===== src/rtl/sopc_run_ctrl.sv =====
// sopc_run_ctrl: run controller for the minimal RISC-V SoPC.
// Sequences the core reset, counts RUN cycles, watches the data-memory
// store port for a write to the tohost address and reports pass, fail
// code or watchdog timeout. The verdict is sticky until rst.
// Optional feature: define SOPC_RUN_CTRL_HEARTBEAT_EN to add the
// heartbeat output (blinks in RUN, shows the verdict in DONE).
module sopc_run_ctrl #(
    parameter int unsigned        RST_HOLD     = 10,
    parameter int unsigned        CNT_W        = 32,
    parameter int unsigned        MAX_CYCLES   = 500,
    parameter int unsigned        ADDR_W       = 32,
    parameter int unsigned        DATA_W       = 32,
    parameter logic [ADDR_W-1:0]  TOHOST_ADDR  = ADDR_W'(32'h0000_1000),
    parameter bit                 HALT_ON_DONE = 1'b1
`ifdef SOPC_RUN_CTRL_HEARTBEAT_EN
    ,
    parameter int unsigned        HB_DIV       = 25_000_000
`endif
) (
    input  logic              clk,
    input  logic              rst,
    input  logic              mem_we,
    input  logic [ADDR_W-1:0] mem_addr,
    input  logic [DATA_W-1:0] mem_wdata,
    output logic              core_rst,
    output logic              running,
    output logic [CNT_W-1:0]  cycle_cnt,
    output logic              done,
    output logic              pass,
    output logic              timeout,
    output logic [DATA_W-2:0] fail_code
`ifdef SOPC_RUN_CTRL_HEARTBEAT_EN
    ,
    output logic              heartbeat
`endif
);

    // Hold counter only has to reach RST_HOLD-1.
    localparam int unsigned HOLD_W = (RST_HOLD > 1) ? $clog2(RST_HOLD) : 1;
    localparam logic [HOLD_W-1:0] LP_HOLD_LAST = HOLD_W'(RST_HOLD - 1);

    // Watchdog fires on the last allowed RUN cycle; MAX_CYCLES=0 disables it.
    localparam bit LP_WD_EN = (MAX_CYCLES != 0);
    localparam logic [CNT_W-1:0] LP_TO_LAST =
        (MAX_CYCLES == 0) ? '0 : CNT_W'(MAX_CYCLES - 1);

    typedef enum logic [1:0] {
        ST_HOLD = 2'd0,
        ST_RUN  = 2'd1,
        ST_DONE = 2'd2
    } state_t;

    state_t              r_state;
    logic [HOLD_W-1:0]   r_hold_cnt;
    logic                r_core_rst;
    logic                r_running;
    logic [CNT_W-1:0]    r_cycle_cnt;
    logic                r_done;
    logic                r_pass;
    logic                r_timeout;
    logic [DATA_W-2:0]   r_fail_code;

    logic                w_hit;
    logic                w_hit_pass;
    logic                w_wd_expire;

    // A tohost hit is a store strobe to the magic address; value 1 means pass.
    assign w_hit       = mem_we && (mem_addr == TOHOST_ADDR);
    assign w_hit_pass  = (mem_wdata == DATA_W'(1));
    assign w_wd_expire = LP_WD_EN && (r_cycle_cnt == LP_TO_LAST);

    // Run-control FSM: reset sequencing, cycle counting and verdict capture.
    always_ff @(posedge clk) begin
        if (rst) begin
            r_state     <= ST_HOLD;
            r_hold_cnt  <= '0;
            r_core_rst  <= 1'b1;
            r_running   <= 1'b0;
            r_cycle_cnt <= '0;
            r_done      <= 1'b0;
            r_pass      <= 1'b0;
            r_timeout   <= 1'b0;
            r_fail_code <= '0;
        end else begin
            case (r_state)
                ST_HOLD: begin
                    // Release the core once it has seen RST_HOLD reset cycles.
                    if (r_hold_cnt == LP_HOLD_LAST) begin
                        r_state    <= ST_RUN;
                        r_core_rst <= 1'b0;
                        r_running  <= 1'b1;
                    end else begin
                        r_hold_cnt <= r_hold_cnt + 1'b1;
                    end
                end

                ST_RUN: begin
                    // The cycle that ends the run is still counted.
                    if (r_cycle_cnt != '1) begin
                        r_cycle_cnt <= r_cycle_cnt + 1'b1;
                    end
                    // A hit takes priority over a simultaneous watchdog expiry.
                    if (w_hit) begin
                        r_state     <= ST_DONE;
                        r_running   <= 1'b0;
                        r_done      <= 1'b1;
                        r_core_rst  <= HALT_ON_DONE;
                        r_pass      <= w_hit_pass;
                        r_timeout   <= 1'b0;
                        r_fail_code <= w_hit_pass ? '0 : mem_wdata[DATA_W-1:1];
                    end else if (w_wd_expire) begin
                        r_state     <= ST_DONE;
                        r_running   <= 1'b0;
                        r_done      <= 1'b1;
                        r_core_rst  <= HALT_ON_DONE;
                        r_pass      <= 1'b0;
                        r_timeout   <= 1'b1;
                        r_fail_code <= '0;
                    end
                end

                ST_DONE: begin
                    // Verdict and counter are frozen; only rst leaves DONE.
                    r_state <= ST_DONE;
                end

                default: begin
                    r_state     <= ST_HOLD;
                    r_hold_cnt  <= '0;
                    r_core_rst  <= 1'b1;
                    r_running   <= 1'b0;
                end
            endcase
        end
    end

`ifdef SOPC_RUN_CTRL_HEARTBEAT_EN
    localparam int unsigned HB_W = (HB_DIV > 1) ? $clog2(HB_DIV) : 1;
    localparam logic [HB_W-1:0] LP_HB_LAST = HB_W'(HB_DIV - 1);

    logic [HB_W-1:0] r_hb_cnt;
    logic            r_heartbeat;

    // Heartbeat: dark in HOLD, blinks in RUN, shows pass/fail in DONE.
    always_ff @(posedge clk) begin
        if (rst) begin
            r_hb_cnt    <= '0;
            r_heartbeat <= 1'b0;
        end else begin
            case (r_state)
                ST_RUN: begin
                    if (w_hit) begin
                        r_heartbeat <= w_hit_pass;
                    end else if (w_wd_expire) begin
                        r_heartbeat <= 1'b0;
                    end else if (r_hb_cnt == LP_HB_LAST) begin
                        r_hb_cnt    <= '0;
                        r_heartbeat <= ~r_heartbeat;
                    end else begin
                        r_hb_cnt    <= r_hb_cnt + 1'b1;
                    end
                end
                ST_DONE: begin
                    r_heartbeat <= r_pass;
                end
                default: begin
                    r_hb_cnt    <= '0;
                    r_heartbeat <= 1'b0;
                end
            endcase
        end
    end

    assign heartbeat = r_heartbeat;
`endif

    assign core_rst  = r_core_rst;
    assign running   = r_running;
    assign cycle_cnt = r_cycle_cnt;
    assign done      = r_done;
    assign pass      = r_pass;
    assign timeout   = r_timeout;
    assign fail_code = r_fail_code;

endmodule

===== config.mk =====
export PLATFORM = sky130hd
export DESIGN_NAME = sopc_run_ctrl
export DESIGN_NICKNAME = d
export VERILOG_FILES = /design/src/rtl/sopc_run_ctrl.sv
export SDC_FILE = /design/constraint.sdc
export NUM_CORES = 1
export LEC_CHECK = 0
export ABC_CLOCK_PERIOD_IN_PS = 2300
export BUFFER_PORTS_ARGS = -buffer_cell sky130_fd_sc_hd__buf_2
export CAP_MARGIN = 20
export CORE_UTILIZATION = 40
export DETAILED_ROUTE_END_ITERATION = 8
export PLACE_DENSITY_LB_ADDON = 0.05
export SLEW_MARGIN = 20
export SYNTH_ARGS = -nofsm -noshare
export SYNTH_HDL_FRONTEND = slang
export SYNTH_SLANG_ARGS = --single-unit

===== constraint.sdc =====
create_clock -name clk -period 2.3 [get_ports clk]
set_clock_uncertainty 0.15 [all_clocks]
set_input_delay 0 -clock clk [delete_from_list [all_inputs] [get_ports clk]]
set_output_delay 0 -clock clk [all_outputs]
set_load 0.02 [all_outputs]

* Word-level counts from Yosys, hierarchy flattened
Index checks and enable logic that the tools add are counted.
Word-level totals: bits of input ports 67, output and inout bits 68, register bits 74
Cells by class: bitwise logic cells 2, reductions and logical operators 9, equality and inequality tests 10, mux-type cells 19, $add $sub $neg 2
Operators with widths (number):
- $mux W31 | 3
- $add A32 B1 Y32 const B | 1
- $eq A32 B1 Y1 const B | 1
- $eq A32 B13 Y1 const B | 1
- $eq A32 B9 Y1 const B | 1
- $ne A32 B32 Y1 const B | 1
- $mux W1 | 8
- $pmux W4 S2 | 1
- $reduce_and A2 Y1 | 4
- $mux W2 | 3
- $pmux W1 S3 | 2
- $pmux W2 S3 | 1
- $add A4 B1 Y4 const B | 1
- $eq A4 B4 Y1 const B | 1
- $mux W4 | 1
- $ne A2 B2 Y1 const B | 2
- $ne A3 B3 Y1 const B | 1
- $reduce_and A3 Y1 | 1
- $eq A2 B1 Y1 const B | 1
- $eq A2 B2 Y1 const B | 1
- $logic_not A2 Y1 | 1
- $not A1 Y1 | 2
- $reduce_bool A2 Y1 | 1
- $reduce_or A2 Y1 | 1
- $logic_and A1 B1 Y1 | 1

* Depth between registers and ports, before layout
depth after elaboration 4, mapped depth 8, gate-level depth less buffers 7

* Worst setup path before layout
Ideal clock, no wire load.
path kind register to register, start point register r_cycle_cnt[0] (netlist: cycle_cnt[0]), end point register r_cycle_cnt[1] (netlist: cycle_cnt[1]), data required time 2.022 ns, path slack -0.003 ns, stages on the path, launching flop included 8, arrival time 2.025 ns, clock period less this slack 2.303 ns, path through dfxtp_1 ha_1 and4_4 or3b_4 o31ai_4 buf_6 mux2i_1 nor2_1
Between the ends: word-level cells in the longest chain between the ends 2, elaborated cells on any way between the ends 3
RTL lines:
- start: declaration | line 57 | logic [CNT_W-1:0] r_cycle_cnt;
- start signal: assignment | line 100 | r_cycle_cnt <= r_cycle_cnt + 1'b1;
- parallel branches: the longest is 2 deep, another holds $add A32 B1 Y32
Several ways; the timed one is not identified. A chain may end at the register's enable or synchronous reset.

* Worst setup path after layout
start point register r_cycle_cnt[24] (netlist: cycle_cnt[24]), end point register r_cycle_cnt[8] (netlist: cycle_cnt[8])
Between the ends: word-level cells in the longest chain between the ends 2
RTL lines:
- $ne A32 B32 Y1 | line 99 | if (r_cycle_cnt != '1) begin
- $reduce_and A2 Y1 (no source line)
Every way passes these cells.

==> results.md <==
Outcome:
- The run finished with clean final reports.

GRT:
- After global routing the overflow that remains totals 0.
- The first global-routing pass estimated 14.87 mm of wire.
- The number of global-route vias before repair is 3200.
- The total track usage is 0.2168.
- The number of antenna violations at the first check in global routing is 0.
- Entering global routing, the biggest net connects 38 pins.

STA:
- Across all setup checks in the final design, the least slack found is 0.1288 ns.
- The count of final max-slew check failures is 0.
- The final period demand of the worst path is 2.171 ns.
- Of the available clock period, the critical path in the final layout requires 0.9440.
- Setup total negative slack on the finished layout was measured at 0 ns.
- The worst-case headroom to the max-slew limit is 0.5632.
- The final hold violation count is 0.
- The count of final setup violators is 0.
- At the pin with the least slew margin, the transition time is 0.6542 ns.
- Derived from the worst setup path, the maximum achievable clock frequency is 0.4606 GHz.

Job:
- The max-cap check violation count is 0.

Setup path:
- The type of element capturing the critical path is a flip-flop.
- The kind of critical path is reg2reg.
- The data arrival time of the critical path is 2.25 ns.
- Along the worst path, the maximum fanout reaches 8.
- The worst setup path is launched from a flip-flop.
- Data on the critical path is required at its endpoint by 2.38 ns.
- The reg-to-reg setup timing slack is 0.13 ns.

Synth:
- The post-synthesis mux area share is 0.01266.
- The compound-gate portion of the synthesized area was 0.2190.
- The library cell occupying the most area in the post-synthesis netlist is dfxtp_1.
- The unique cell type count in the Yosys netlist is 52.
- The share of flip-flops with an asynchronous set or reset is 0.
- The most frequently used flop master after synthesis is dfxtp_1.
- Yosys mapped a number of flops with a built-in enable equal to 0.
- Of the synthesized area, sequential elements account for 0.4410.
- The cell count after synthesis is 356.
- The simple-gate portion of the synthesized area is 0.2410.
- The number of nets in the synthesized netlist is 429.
- The main combinational cell family by area after synthesis is simple AND/OR/NAND/NOR gates.
- The mapped netlist covers 3359 um2.
- Of the post-synthesis cell area, the dominant cell type holds 0.4410.
- Of the total synthesized cell area, the portion taken by full adders, half adders and majority gates is 0.02235.
- Dividing the synthesized area by the synthesized cell count gives 9.437 um2.
- Yosys printed 0 warnings.
- The share of the synthesized netlist area taken by xor and xnor gates is 0.02086.
- After synthesis the netlist holds a flip-flop and latch count of 74.
- Yosys attributes the largest share of cell area to dfxtp_1 (44%), a32o_1 (9.2%), nor4_1 (4.1%), a21oi_1 (3.6%), or3_1 (3.0%).

Clock network:
- The clock latency on the worst-skew pair is 0.34 ns.
- The largest buffer count on any clock path is 2.
- The total number of clock tree sinks is 74.
- The H-tree level count is 3.
- The clock transition at the register clock pins on the worst setup and hold paths after CTS is 0.08 ns.
- The clock buffer count from CTS is 9.
- TritonCTS built the clock tree.
- The buffer type at the clock tree root is clkbuf_8.

Power and ir drop:
- The peak supply drop is 462.3 uV.
- Summed over all cells, the static leakage comes to 2.171 nW.
- The power density over cell area is 508.8 nW/um2.
- The design draws 2.559 mW.

Final layout:
- Across the whole layout, storage elements account for 1485 um2.
- The area growth from synthesis to layout is 49.68%.
- The top cell types in the final layout, fill and taps aside, are buf_2 (134), dfxtp_1 (71), dlygate4sd3_1 (39).
- The number of fillers in the final layout is 743.
- The repair_antennas step left the layout with diodes totalling 0.
- Leaving out fill and tap cells, the most frequent cell in the layout is buf_2.
- The end-of-flow core utilization is 0.6151.
- The share of final-layout standard cells stronger than drive strength 1 is 0.3683.
- After the last flow step, the layout net total stands at 630.
- The area of combinational cells with multiple inputs is 1755 um2.

Place:
- Once detailed placement completed, the half-perimeter wirelength came to 6.658 mm.
- During placement, the flow inserted port buffers numbering 134.
- Prior to clock tree synthesis, the placed netlist has a worst setup slack of 0.1072 ns.
- Routability-driven placement finished with a final weighted congestion of 0.7404.

Floorplanning:
- The height of the chip is 93.65 um.
- 135 I/O pins were placed.
- The count of standard-cell rows is 33.
- After floorplanning, the core was sized to cover 8175 um2.
- The die outline area is 8769 um2.
- The initial cell density of the core is 0.4109.
- The die span in x is 93.65 um.

Drt:
- In this run, the number of DRC markers left after iteration 0 of detailed routing was 143.
- The detailed-route wire length is 10.02 mm.
- The count of nets left with antenna violations once routing finished came out at 0.
- The pre-antenna-repair detailed-routing pass consisted of 4 iterations.
- After detailed routing, the average wire length per cell comes to 15.03 um.
- After detailed routing, the number of remaining DRC violations is 0.
- Using the TritonRoute via totals, the vias-per-cell ratio works out to 5.514.
- The total vias in the final route is 3678.

Hold path:
- The path class of the tightest hold or removal check is in2reg.
==> synthesized netlist by cell type (3+ instances only) <==
library cell / count
nand3_1: 9
o31ai_1: 4
and3_1: 5
nor4_1: 22
nor2_1: 19
and4_1: 6
dfxtp_1: 74
inv_1: 12
nand2_1: 19
a31o_2: 3
or3_1: 16
buf_2: 5
nand4_1: 13
and2_1: 4
o21ai_0: 14
o21ai_1: 6
buf_6: 3
nor2b_1: 4
buf_1: 3
a32o_1: 31
ha_1: 6
or2_2: 3
a21oi_1: 24
clkbuf_1: 5
xnor2_1: 7
nor4b_1: 3
or4_1: 4
==> power by group <==
| group | internal [mW] | switching (mW) |
|---|---|---|
| Sequential | 1.29 | 0.00609 |
| Combinational | 0.0979 | 0.0715 |
| Clock | 0.615 | 0.483 |
| Total | 2.00 | 0.561 |
==> routing by layer <==
layer	vias up	wire (um)	part of all wire	track usage
li1	1789	-	-	-
met1	1754	4520	0.45	0.2781
met2	116	4777	0.48	0.3523
met3	19	520	0.052	0.04228
met4	0	205	0.020	0.09487
met5	-	0	0	0
==> per-stage QoR <==
step / cells / instance area, um2 / hold slack [ns]
finish: 667 / 5029 / 0.007467
detailed placement: 606 / 4318 / 0.08108
CTS: 661 / 4927 / 0.001919
floorplan: 356 / 3361 / -0.02421
global route: 667 / 5029 / 0.06980
global placement: 606 / 4318 / 0.07415
==> worst paths after layout <==
check,startpoint,to,cells past startpoint
setup reg to reg,cycle_cnt[24],cycle_cnt[8],8
hold reg to reg,timeout,timeout,2
setup / recovery,cycle_cnt[24],cycle_cnt[8],8
hold / removal,mem_addr[15],timeout,5
==> flip-flops by register name (all words and copies together) (netlist names) <==
| register | flops |
|---|---|
| cycle_cnt | 32 |
| timeout | 1 |
| r_state | 2 |
| pass | 1 |
| r_hold_cnt | 4 |
| fail_code | 31 |
| done | 1 |
| running | 1 |
| core_rst | 1 |
==> cells by family (layout without fill, tap and decap cells) <==
group | after synthesis | in the layout
mux | 4 | 4
simple gates | 137 | 137
xor+xnor | 8 | 8
compound gates | 97 | 97
buf+inv | 30 | 236
fa+ha+maj | 6 | 6
flops | 74 | 74
==> layout make-up <==
cell class,count,area share
tap,105,0.02613
timing repair buffer,207,0.2762
sequential,74,0.2953
clock buffer,10,0.02538
clock inverter,6,0.01816
multi-input combinational,252,0.3491
inverter,13,0.009704
==> worst max-delay path, stage by stage (launching register included) <==
cell and delay [ns]:
dfxtp_1 0.47, nand4_1 0.21, or3b_4 0.47, o31ai_4 0.26, buf_4 0.15, buf_12 0.10
buf_4 0.10, or4_1 0.09, nand2_1 0.04
==> repair_timing <==
action | 4_1_cts | 5_1_grt
resized for setup | 0 | 5
buffers inserted | 0 | 5
hold buffers | 39 | 0
endpoints found under the hold margin | 39 | 0
endpoints found under the setup margin | 0 | 35
Note: power is estimated with default switching activity, not from simulation.
